[config.mk]
export PLATFORM = sky130hd
export DESIGN_NAME = ps2_host_tx
export DESIGN_NICKNAME = d
export VERILOG_FILES = /design/src/rtl/ps2_host_tx_pkg.sv /design/src/rtl/ps2_host_tx_line_filter.sv /design/src/rtl/ps2_host_tx.sv
export SDC_FILE = /design/constraint.sdc
export NUM_CORES = 1
export LEC_CHECK = 0
export ABC_AREA = 1
export CELL_PAD_IN_SITES_DETAIL_PLACEMENT = 1
export CELL_PAD_IN_SITES_GLOBAL_PLACEMENT = 2
export CORE_UTILIZATION = 32
export CTS_CLUSTER_SIZE = 14
export DETAILED_ROUTE_END_ITERATION = 8
export PLACE_DENSITY = 0.76
export SETUP_SLACK_MARGIN = 0.1
export SLEW_MARGIN = 20
export SYNTH_ARGS = -nofsm -noshare
export SYNTH_HDL_FRONTEND = slang
export SYNTH_SLANG_ARGS = --single-unit
[constraint.sdc]
create_clock -name clk -period 1.9 [get_ports clk]
set_input_delay 0.285 -clock clk [delete_from_list [all_inputs] [get_ports clk]]
set_output_delay 0.285 -clock clk [all_outputs]
set_load 0.02 [all_outputs]
[src/rtl/ps2_host_tx_pkg.sv]
// Shared definitions for the PS/2 host transmitter: FSM states, keyboard command
// bytes and the helpers that turn time parameters into clock-cycle counts.
package ps2_host_tx_pkg;

  typedef enum logic [2:0] {
    StIdle,
    StInhibit,
    StReq,
    StShift,
    StAck,
    StWaitIdle,
    StDone,
    StErr
  } tx_state_e;

  localparam logic [7:0] PS2_CMD_ED = 8'hED;
  localparam logic [7:0] PS2_CMD_FF = 8'hFF;
  localparam logic [7:0] PS2_CMD_F4 = 8'hF4;
  localparam logic [7:0] PS2_CMD_EE = 8'hEE;

  localparam int unsigned FILTER_TAPS = 8;

  // amount * clk_hz / per_second, widened so 24 MHz * 100 us cannot overflow
  function automatic int unsigned cycles_from(input int unsigned amount,
                                              input int unsigned clk_hz,
                                              input int unsigned per_second);
    longint unsigned prod;
    prod = longint'(amount) * longint'(clk_hz);
    return int'(prod / longint'(per_second));
  endfunction

  function automatic logic odd_parity(input logic [7:0] data);
    return ~^data;
  endfunction

endpackage

[src/rtl/ps2_host_tx_line_filter.sv]
// Synchroniser plus 8-sample glitch filter for a PS/2 line, with a one-cycle
// strobe on every filtered falling edge.
module ps2_host_tx_line_filter
  import ps2_host_tx_pkg::*;
(
  input  logic i_clk,
  input  logic i_rst,
  input  logic i_line,
  output logic o_level,
  output logic o_fall
);

  logic [1:0]             r_sync;
  logic [FILTER_TAPS-1:0] r_taps;
  logic                   r_level;
  logic                   r_fall;
  logic                   w_level_next;

  // Level only moves once all taps agree; anything shorter is a glitch.
  always_comb begin
    w_level_next = r_level;
    if (&r_taps) begin
      w_level_next = 1'b1;
    end else if (~|r_taps) begin
      w_level_next = 1'b0;
    end
  end

  always_ff @(posedge i_clk) begin
    if (i_rst) begin
      r_sync  <= '1;
      r_taps  <= '1;
      r_level <= 1'b1;
      r_fall  <= 1'b0;
    end else begin
      r_sync  <= {r_sync[0], i_line};
      r_taps  <= {r_taps[FILTER_TAPS-2:0], r_sync[1]};
      r_level <= w_level_next;
      r_fall  <= r_level & ~w_level_next;
    end
  end

  assign o_level = r_level;
  assign o_fall  = r_fall;

endmodule

[src/rtl/ps2_host_tx.sv]
// Host-to-device PS/2 transmitter: inhibits the bus, issues request-to-send, shifts
// out one command frame on device clock edges and checks the device ACK.
module ps2_host_tx
  import ps2_host_tx_pkg::*;
#(
  parameter int unsigned CLK_HZ     = 24000000,
  parameter int unsigned INHIBIT_US = 100,
  parameter int unsigned TIMEOUT_MS = 15
) (
  input  logic       clk,
  input  logic       rst,
  input  logic [7:0] tx_data,
  input  logic       tx_start,
  output logic       tx_busy,
  output logic       tx_done,
  output logic       tx_error,
  output logic       tx_active,
  input  logic       ps2clk_in,
  input  logic       ps2dat_in,
  output logic       ps2clk_oe,
  output logic       ps2dat_oe
);

  localparam int unsigned INHIBIT_CYC = cycles_from(INHIBIT_US, CLK_HZ, 1000000);
  localparam int unsigned TIMEOUT_CYC = cycles_from(TIMEOUT_MS, CLK_HZ, 1000);
  localparam int unsigned CNT_MAX     = (INHIBIT_CYC > TIMEOUT_CYC) ? INHIBIT_CYC : TIMEOUT_CYC;
  localparam int unsigned CNT_W       = $clog2(CNT_MAX + 1);

  localparam logic [CNT_W-1:0] INHIBIT_LAST = CNT_W'(INHIBIT_CYC - 1);
  // Expiry decided one cycle early so the error pulse lands TIMEOUT_CYC after the reload.
  localparam logic [CNT_W-1:0] TIMEOUT_LAST = CNT_W'(TIMEOUT_CYC - 2);

  tx_state_e        r_state;
  tx_state_e        w_state_next;
  logic [CNT_W-1:0] r_cnt;
  logic [9:0]       r_shift;
  logic [3:0]       r_bit_cnt;
  logic             r_dat_oe;
  logic [1:0]       r_dat_sync;
  logic             w_clk_level;
  logic             w_clk_fall;
  logic             w_dev_phase;
  logic             w_tmo_expired;

  ps2_host_tx_line_filter u_clk_filter (
    .i_clk   (clk),
    .i_rst   (rst),
    .i_line  (ps2clk_in),
    .o_level (w_clk_level),
    .o_fall  (w_clk_fall)
  );

  always_ff @(posedge clk) begin
    if (rst) begin
      r_dat_sync <= '1;
    end else begin
      r_dat_sync <= {r_dat_sync[0], ps2dat_in};
    end
  end

  assign w_dev_phase   = (r_state == StShift) || (r_state == StAck) || (r_state == StWaitIdle);
  assign w_tmo_expired = w_dev_phase && (r_cnt == TIMEOUT_LAST);

  always_ff @(posedge clk) begin
    if (rst) begin
      r_state <= StIdle;
    end else begin
      r_state <= w_state_next;
    end
  end

  always_comb begin
    w_state_next = r_state;
    unique case (r_state)
      StIdle:     if (tx_start) w_state_next = StInhibit;
      StInhibit:  if (r_cnt == INHIBIT_LAST) w_state_next = StReq;
      StReq:      w_state_next = StShift;
      StShift: begin
        if (w_clk_fall && (r_bit_cnt == 4'd9)) begin
          w_state_next = StAck;
        end else if (w_tmo_expired) begin
          w_state_next = StErr;
        end
      end
      StAck: begin
        if (w_clk_fall) begin
          w_state_next = r_dat_sync[1] ? StErr : StWaitIdle;
        end else if (w_tmo_expired) begin
          w_state_next = StErr;
        end
      end
      StWaitIdle: begin
        if (w_clk_level && r_dat_sync[1]) begin
          w_state_next = StDone;
        end else if (w_tmo_expired) begin
          w_state_next = StErr;
        end
      end
      StDone:     w_state_next = StIdle;
      StErr:      w_state_next = StIdle;
      default:    w_state_next = StIdle;
    endcase
  end

  // One counter serves both the inhibit hold and the per-edge device timeout.
  always_ff @(posedge clk) begin
    if (rst) begin
      r_cnt <= '0;
    end else if ((r_state == StIdle) || (r_state == StReq) || (w_dev_phase && w_clk_fall)) begin
      r_cnt <= '0;
    end else begin
      r_cnt <= r_cnt + 1'b1;
    end
  end

  always_ff @(posedge clk) begin
    if (rst) begin
      r_shift   <= '0;
      r_bit_cnt <= '0;
      r_dat_oe  <= 1'b0;
    end else begin
      unique case (r_state)
        StIdle: begin
          r_dat_oe <= 1'b0;
          if (tx_start) r_shift <= {1'b1, odd_parity(tx_data), tx_data};
        end
        StReq: begin
          r_bit_cnt <= '0;
          r_dat_oe  <= 1'b1;
        end
        StShift: begin
          if (w_clk_fall) begin
            r_dat_oe  <= ~r_shift[0];
            r_shift   <= {1'b0, r_shift[9:1]};
            r_bit_cnt <= r_bit_cnt + 1'b1;
          end
        end
        default: ;
      endcase
    end
  end

  always_comb begin
    ps2clk_oe = 1'b0;
    ps2dat_oe = 1'b0;
    tx_done   = 1'b0;
    tx_error  = 1'b0;
    tx_active = (r_state != StIdle);
    tx_busy   = (r_state != StIdle);
    unique case (r_state)
      StInhibit:                  ps2clk_oe = 1'b1;
      StReq:                      ps2dat_oe = 1'b1;
      StShift, StAck, StWaitIdle: ps2dat_oe = r_dat_oe;
      StDone:                     tx_done   = 1'b1;
      StErr:                      tx_error  = 1'b1;
      default: ;
    endcase
  end

endmodule
# Yosys cells after proc, flatten, opt, wreduce, memory -nomap -nowiden
# Cells that the tools add are included.
op_classes:
  addsub: 2
  n_eq_ne: 13
  mux: 21
  n_bitwise: 3
  n_reduce_logical: 23
ops:
  columns: ["operator", "n"]
  rows:
  - ["3-bit case mux with 7 select lines", 1]
  - ["10-bit two-way mux", 2]
  - ["10-bit case mux with 2 select lines", 1]
  - ["19-bit by 1-bit adder with 19-bit output, second input constant", 1]
  - ["19-bit by 12-bit == test with 1-bit output, second input constant", 1]
  - ["19-bit == test, second input constant", 1]
  - ["3-bit two-way mux", 6]
  - ["3-bit == test, second input constant", 4]
  - ["4-bit case mux with 2 select lines", 1]
  - ["8-bit AND reduction", 1]
  - ["8-bit OR reduction", 1]
  - ["8-bit XNOR reduction", 1]
  - ["3-bit by 2-bit == test with 1-bit output, second input constant", 2]
  - ["1-bit two-way mux", 6]
  - ["2-bit AND reduction", 3]
  - ["3-bit nonzero test", 2]
  - ["4-bit by 1-bit adder with 4-bit output, second input constant", 1]
  - ["4-bit == test, second input constant", 1]
  - ["1-bit logical AND", 4]
  - ["1-bit logical OR", 4]
  - ["4-bit two-way mux", 1]
  - ["2-bit != test, second input constant", 2]
  - ["2-bit nonzero test", 2]
  - ["2-bit OR reduction", 2]
  - ["other kinds (10)", 11]
word_totals:
  reg_bits: 51
  input_bits: 13
  out_inout_bits: 6
  elab_cells: 72

# Depth between registers and ports, before layout
# Gate-level depths: netlist of the first run.
depth:
  depth_word: 7
  depth_mapped: 10
  depth_no_buf: 10

# Hierarchy
# A second synthesis of the first run with hierarchy kept.
unflattened:
  hier_cells: 387
  hier_area_um2: 2621.3
modules_own_cells:
  columns: ["mod", "n_inst", "cells_per_inst", "area_per_inst_um2", "seq_area_each_um2"]
  rows:
  - ["ps2_host_tx", 1, 345, 2237.1, 780.7]
  - ["ps2_host_tx_line_filter", 1, 42, 384.1, 240.2]

# Least setup slack after synthesis of the first run
# OpenSTA, ideal clock, no wires.
synth_path:
  path_kind: "flip-flop to flip-flop"
  from: "register r_state[0]"
  to: "register r_state[2]"
  setup_time_ns: 0.070
  arrival_time_ns: 1.537
  t_required_ns: 1.830
  path_slack_ns: 0.294
  path_stages_with_launch: 7
  path_buffers: 0
  period_less_slack_ns: 1.606
  path_cell_list: "dfxtp_1 inv_1 nor3_1 nand2_1 nand3_1 nand2_1 a21oi_1"
synth_via:
  elab_chain_len: 7
  elab_cells_between_ends: 20
  cone_classes: "eq/ne (9); mux (5); reduce/logical (6)"
synth_rtl:
  columns: ["item", "line", "text"]
  rows:
  - ["start: declaration", "ps2_host_tx.sv:33", "tx_state_e r_state;"]
  - ["start signal: assignment", "ps2_host_tx.sv:66", "r_state <= StIdle;"]
  - ["start signal: assignment", "ps2_host_tx.sv:68", "r_state <= w_state_next;"]
  - ["3-bit by 2-bit == test with 1-bit output or 3-bit == test (tied branches)", "ps2_host_tx.sv:61, ps2_host_tx.sv:74", null]
  - ["1-bit logical OR (2 in a row)", "ps2_host_tx.sv:61", "assign w_dev_phase = (r_state == StShift) || (r_state == StAck) || (r_state == StWaitIdle);"]
  - ["1-bit logical AND", "ps2_host_tx.sv:62", "assign w_tmo_expired = w_dev_phase && (r_cnt == TIMEOUT_LAST);"]
  - ["3-bit two-way mux", null, null]
  - ["3-bit two-way mux (on tied branches)", null, null]
  - ["3-bit case mux with 7 select lines", "ps2_host_tx.sv:74", "unique case (r_state)"]
# Several ways; a longest one is shown, not always the timed one.
# A chain may end at the register's enable or synchronous reset.

# Final worst setup path of the first run
layout_path:
  from: "register r_state[0]"
  to: "output port ps2dat_oe"
layout_via:
  elab_chain_len: 3
  elab_cells_between_ends: 6
  cone_classes: "eq/ne (4); mux (1); reduce/logical (1)"
layout_rtl:
  columns: ["item", "line", "text"]
  rows:
  - ["3-bit by 2-bit == test with 1-bit output or 3-bit == test (tied branches)", "ps2_host_tx.sv:150", "unique case (r_state)"]
  - ["3-bit OR reduction", "ps2_host_tx.sv:150", null]
  - ["1-bit case mux with 2 select lines (*)", "ps2_host_tx.sv:150", null]
  - ["end: declaration", "ps2_host_tx.sv:21", "output logic ps2dat_oe"]
# Mark *: on every way between the ends. The rest lies on a longest branch, timed or not.

==> results of run 1 <==
## routing by layer
layer,track usage (%),vias up
met5,0,-
met4,4.872,0
met3,2.956,6
met2,28.25,18
met1,20.65,1153
li1,-,1305
## Yosys cell counts (3+ instances only)
library cell	count	area share [%]
nand2_1	112	16
inv_1	54	7.7
dfxtp_1	51	39
nor2_1	38	5.4
o21ai_0	26	4.9
a21oi_1	21	4.0
nand3_1	21	4.0
nand4_1	8	1.9
nor3_1	7	1.3
a21oi_2	6	2.0
nor2_2	6	1.4
or2_2	6	1.4
a31oi_1	5	1.2
ha_1	4	1.9
clkbuf_1	3	0.43
## metrics by stage
stage          instance area [µm²]  hold WS (ps)
2_1_floorplan                 2645         354.1
3_3_place_gp                  2994         403.3
3_5_place_dp                  2994         408.8
4_1_cts                       3120         431.0
5_1_grt                       3137         447.8
6_report                      3137         429.9
## final timing paths
check	cells after the start	from	end
max	5	r_state[0]	ps2dat_oe
min	1	r_dat_sync[0]	r_dat_sync[1]
max reg2reg	9	r_state[1]	r_cnt[7]
min reg2reg	1	r_dat_sync[0]	r_dat_sync[1]
## cell type report
type,count,area [µm²]
Inverter,56,210.2
Multi-Input combinational cell,279,1370
Clock inverter,2,60.06
Tap cell,102,127.6
Clock buffer,6,72.57
Timing Repair Buffer,29,267.8
Sequential cell,51,1028
Fill cell,1039,4711
## cell families after synthesis
family                   synth area share (%)
XOR/XNOR                               0.6624
AND/OR/NAND/NOR                         35.95
buffers and inverters                   9.981
AO/OA/AOI/OAI                           12.91
adder cells (fa/ha/maj)                 1.892
flip-flops                              38.60
## layout by cell type (no fill, tap or decap), types with 2 or more instances in the layout
cell | netlist | layout
nor3_1 | 7 | 7
bufinv_16 | 0 | 2
dfxtp_1 | 51 | 47
inv_2 | 2 | 2
a21oi_1 | 21 | 21
o21ai_0 | 26 | 26
nand2_2 | 2 | 3
nand4_1 | 8 | 8
a31oi_1 | 5 | 5
dfxtp_2 | 0 | 3
dlygate4sd2_1 | 0 | 6
nand2_4 | 2 | 2
a21oi_2 | 6 | 6
buf_4 | 2 | 10
nor2_2 | 6 | 6
nand3_1 | 21 | 21
nor4_1 | 2 | 2
xor2_1 | 2 | 2
ha_1 | 4 | 4
clkdlybuf4s50_1 | 0 | 12
clkbuf_8 | 0 | 5
nor2_1 | 38 | 37
nor2_4 | 2 | 3
or2_2 | 6 | 6
nand2_1 | 112 | 111
inv_1 | 54 | 54
## flip-flops by register name, summed over array words and instances, names as in the netlist
register,cells
r_bit_cnt,4
r_cnt,19
r_dat_oe,1
r_dat_sync,2
r_shift,10
r_state,3
u_clk_filter.o_fall,1
u_clk_filter.o_level,1
u_clk_filter.r_sync,2
u_clk_filter.r_taps,8
## power groups by stage
stage / logic (mW) / clock network [mW] / registers, mW
2_1_floorplan: 0.177 / 0 / 1.15
6_report: 0.264 / 0.883 / 1.13
3_5_place_dp: 0.276 / 0 / 1.16
4_1_cts: 0.270 / 0.928 / 1.13
5_1_grt: 0.302 / 0.977 / 1.14
3_3_place_gp: 0.268 / 0 / 1.16
==> metrics, run 1 <==
antenna-violating nets left 0; die area 8633 µm²; fin crit share roughly 91%; Tot GR Track Use 16.38%; minimum clock period about 1700 ps; startpoint class of the critical path register; Die Wd 92.92 µm; CTS HTree Levels 2; top sig layer met4; clock share of power 38.7%; Post-synth ARST share 0%; R2R Setup Slk 210 ps; PD cells 726.7 nW/µm²; Reg power frac 49.7%; Area Growth Syn to Fin 18.59%; Syn. warnings 0; nets 439; Tot Pwr 2.280 mW; grt total ovfl 0; Avg Vias per Cell 4.728; Top FF cell, synth dfxtp_1; dpl cells 517; drt pass-1 iters 4; CTS root buffer clkbuf_8; clock buffer depth 2; CP peak stage delay 360 ps; cell area after synthesis between 2000 and 3000 µm²; Vias 2482; met1 WL around 3200 µm; ANT cells 0; Slew Viols, Final 0; number of synthesized flops with an enable pin 0; routability cong. 0.7650; Pint 1.743 mW; Setup Buffers After CTS 0; Slew @ Worst Pin 373.1 ps; Worst Path Required 1620 ps; post_cts resized 7; data arrival time of the critical path 1440 ps; cells after synthesis 394; CTS tree yes; Num Clock Sinks between 50 and 60; relative slew slack 75.04%; WL met2 approximately 3100 µm; die extent in y 92.92 µm; initial core utilization 33.71%; FMAX a little under 0.6 GHz; total negative slack 0 ps; cell with the most instances on the worst path nand2_1; status completed; largest net degree at the start of global routing 25; Switching Share a little under a quarter; core area about 7800 µm²; WP buf/inv 2; setup slack at placement around 84 ps; syn avg cell area 6.713 µm²; first-pass GRT wire length between 10000 and 15000 µm; syn nets 411; Seq cells post-synth just over 50; Top Ports 19; hpwl dp 5018 µm; IO Port Bufs 18; num rows 32; CP max stage cell dfxtp_2; delay-heaviest family, CP buffers and inverters; Reg clk slew, reported paths 90 ps; Gate power share 11.6%; Worst-Skew Late Latency around 310 ps; CTS Buf Count 5; Final WS setup 176.6 ps; Distinct cells, synth 33; vias in the first global route between 2k and 2.5k; Worst Path Max Fanout 7; sequential-to-total area share from yosys stat between 30% and 40%; Routed wire per std cell roughly 12 µm; peak supply drop 0.3127 mV; max cap viols 0; Critical Path Sink Type output pin; skew final about 13 ps; share of cells above drive strength 1 12.29%; Starting DRT DRC Count 44; Hold Crit Class register to register; Routed WL approximately 6500 µm; DR WL met3 113 µm; reported net switching power around 0.54 mW; Final Non-Filler Cells 525; leakage power 1.391 nW; Cell Chain, Critical Path buf_4, nor2_4, nand2_1, nand2_1, dlygate4sd2_1; remaining routing DRC violations 0; Setup CP Type register to output pin; Final Hold Vio Count 0; initial antenna violation count 0; unrepaired setup endpoints after global routing yes; fin util approximately two fifths; # setup viols final 0; hold_buf cts 0
Note: power is estimated with default switching activity, not from simulation.
==> run 2, diff against run 1 <==
MAX_ROUTING_LAYER = met4   (was not set)
==> metrics, run 2 (synthesis results as in run 1) <==
die extent in y 92.92 µm (unchanged); antenna-violating nets left 0 (unchanged); Num Clock Sinks 51 (unchanged); Starting DRT DRC Count 48 (+9.1%); Reg clk slew, reported paths 90 ps (about the same); dpl cells 517 (unchanged); Setup CP Type register to output pin; Top reg by flops r_cnt; Tot GR Track Use 16.84% (+0.45 points); minimum clock period 1723 ps (-0.4950 ps); relative slew slack 75.04% (unchanged); FMAX 0.5804 GHz (about the same); initial core utilization 33.71% (unchanged); Top Ports 19 (unchanged); skew final 14.69 ps (+1.852 ps); Worst Path Max Fanout 7 (unchanged); Routed WL 6515 µm (about the same); fill count 1039 (unchanged); number of flip-flops in the largest register 19 (unchanged); largest net degree at the start of global routing 25 (unchanged); Area Growth Syn to Fin 18.59% (unchanged); leading cell type in the layout, fill and taps excluded nand2_1; CTS tree yes; Slew Viols, Final 0 (unchanged); initial antenna violation count 0 (unchanged); max cap viols 0 (unchanged); R2R cell count 9 (unchanged); Hold Crit Class register to register; grt total ovfl 0 (unchanged); vias in the first global route 2461 (unchanged); remaining routing DRC violations 0 (unchanged); Layout Cell Area excl Fill 3137 µm² (unchanged); IO Port Bufs 18 (unchanged); Vias 2483 (+0.040%); status completed; data arrival time of the critical path 1440 ps (about the same); Routed wire per std cell 12.41 µm (about the same); CTS root buffer clkbuf_8; share of cells above drive strength 1 12.29% (unchanged); commonest cells after routing, fill and taps aside nand2_1, inv_1, dfxtp_1; first-pass GRT wire length 11270 µm (about the same); peak supply drop 0.3155 mV (+0.89%); ANT cells 0 (unchanged); Avg Vias per Cell 4.730 (about the same); Setup Buffers After CTS 0 (unchanged); hold path cells 1 (unchanged); Worst-Skew Late Latency 310 ps (about the same); total negative slack 0 ps (unchanged); Final Non-Filler Cells 525 (unchanged); Worst Path Required 1620 ps (about the same); CTS HTree Levels 2 (unchanged); fin crit share 90.68% (about the same); die area 8633 µm² (unchanged); Final Hold Vio Count 0 (unchanged); drt pass-1 iters 4 (unchanged); leakage power 1.391 nW (unchanged); PD cells 727.2 nW/µm² (about the same); Die Wd 92.92 µm (unchanged); num rows 32 (unchanged); hpwl dp 5018 µm (unchanged); # setup viols final 0 (unchanged); hold slack final 430.0 ps (+0.1120 ps); placed inst area 2994 µm² (unchanged); Largest regs r_cnt x19, r_shift x10, u_clk_filter.r_taps x8; nets 439 (unchanged); core area 7848 µm² (unchanged); Slew @ Worst Pin 373.1 ps (+0.0002384 ps); clock buffer depth 2 (unchanged); startpoint class of the critical path register; unrepaired setup endpoints after global routing yes; routability cong. 0.7751 (+1.3%); CTS Buf Count 5 (unchanged); Critical Path Sink Type output pin
[run 2: per-stage QoR]
| step | util [%] | setup WS [ps] | power [mW] |
|---|---|---|---|
| 2_1_floorplan | - | 293.6 | 1.329 |
| 3_3_place_gp | 38.15 | 155.7 | 1.425 |
| 4_1_cts | 39.76 | 103.6 | 2.331 |
| 3_5_place_dp | 38.15 | 83.79 | 1.432 |
| 6_report | 39.97 | 177.0 | 2.281 |
| 5_1_grt | 39.97 | 32.17 | 2.417 |
[run 2: final timing paths]
kind                                     from            end  slack [ps]
worst max register to register     r_state[1]       r_cnt[7]         210
worst min register to register  r_dat_sync[0]  r_dat_sync[1]         430
worst max-delay path               r_state[0]      ps2dat_oe         180
worst min-delay path            r_dat_sync[0]  r_dat_sync[1]         430
[run 2: what timing repair did]
| action | CTS | global route |
|---|---|---|
| endpoints found under the setup margin | 8 | 17 |
| gates resized for setup | 7 | 7 |
| hold buffers | 0 | 0 |
| gates cloned | 0 | 0 |
[run 2: where the power goes]
part | switching (mW) | leakage [nW] | internal (mW)
Clock | 0.358 | 0.0654 | 0.526
Combinational | 0.156 | 0.908 | 0.108
Sequential | 0.0239 | 0.417 | 1.11
Total | 0.538 | 1.39 | 1.74
[run 2: area by class of cell]
type | count | area (µm²) | area share, %
multi-input cells | 279 | 1370 | 43.68
inverters | 56 | 210.2 | 6.701
clock buffers | 6 | 72.57 | 2.314
clock inverters | 2 | 60.06 | 1.915
repair buffers | 29 | 267.8 | 8.536
flip-flops and latches | 51 | 1028 | 32.79
well taps | 102 | 127.6 | 4.069
[run 2: layer usage]
metal	up-vias	GRT usage [%]	part of all wire (%)
li1	1305	-	-
met1	1154	20.65	50
met2	18	28.25	48
met3	6	2.956	1.8
met4	0	4.872	0.89
met5	-	-	0
[run 2: worst max-delay path, cell delays in order (launching register included)]
cell,delay [ps]
dfxtp_2,360
buf_4,140
nor2_4,160
nand2_1,90
nand2_1,70
dlygate4sd2_1,320
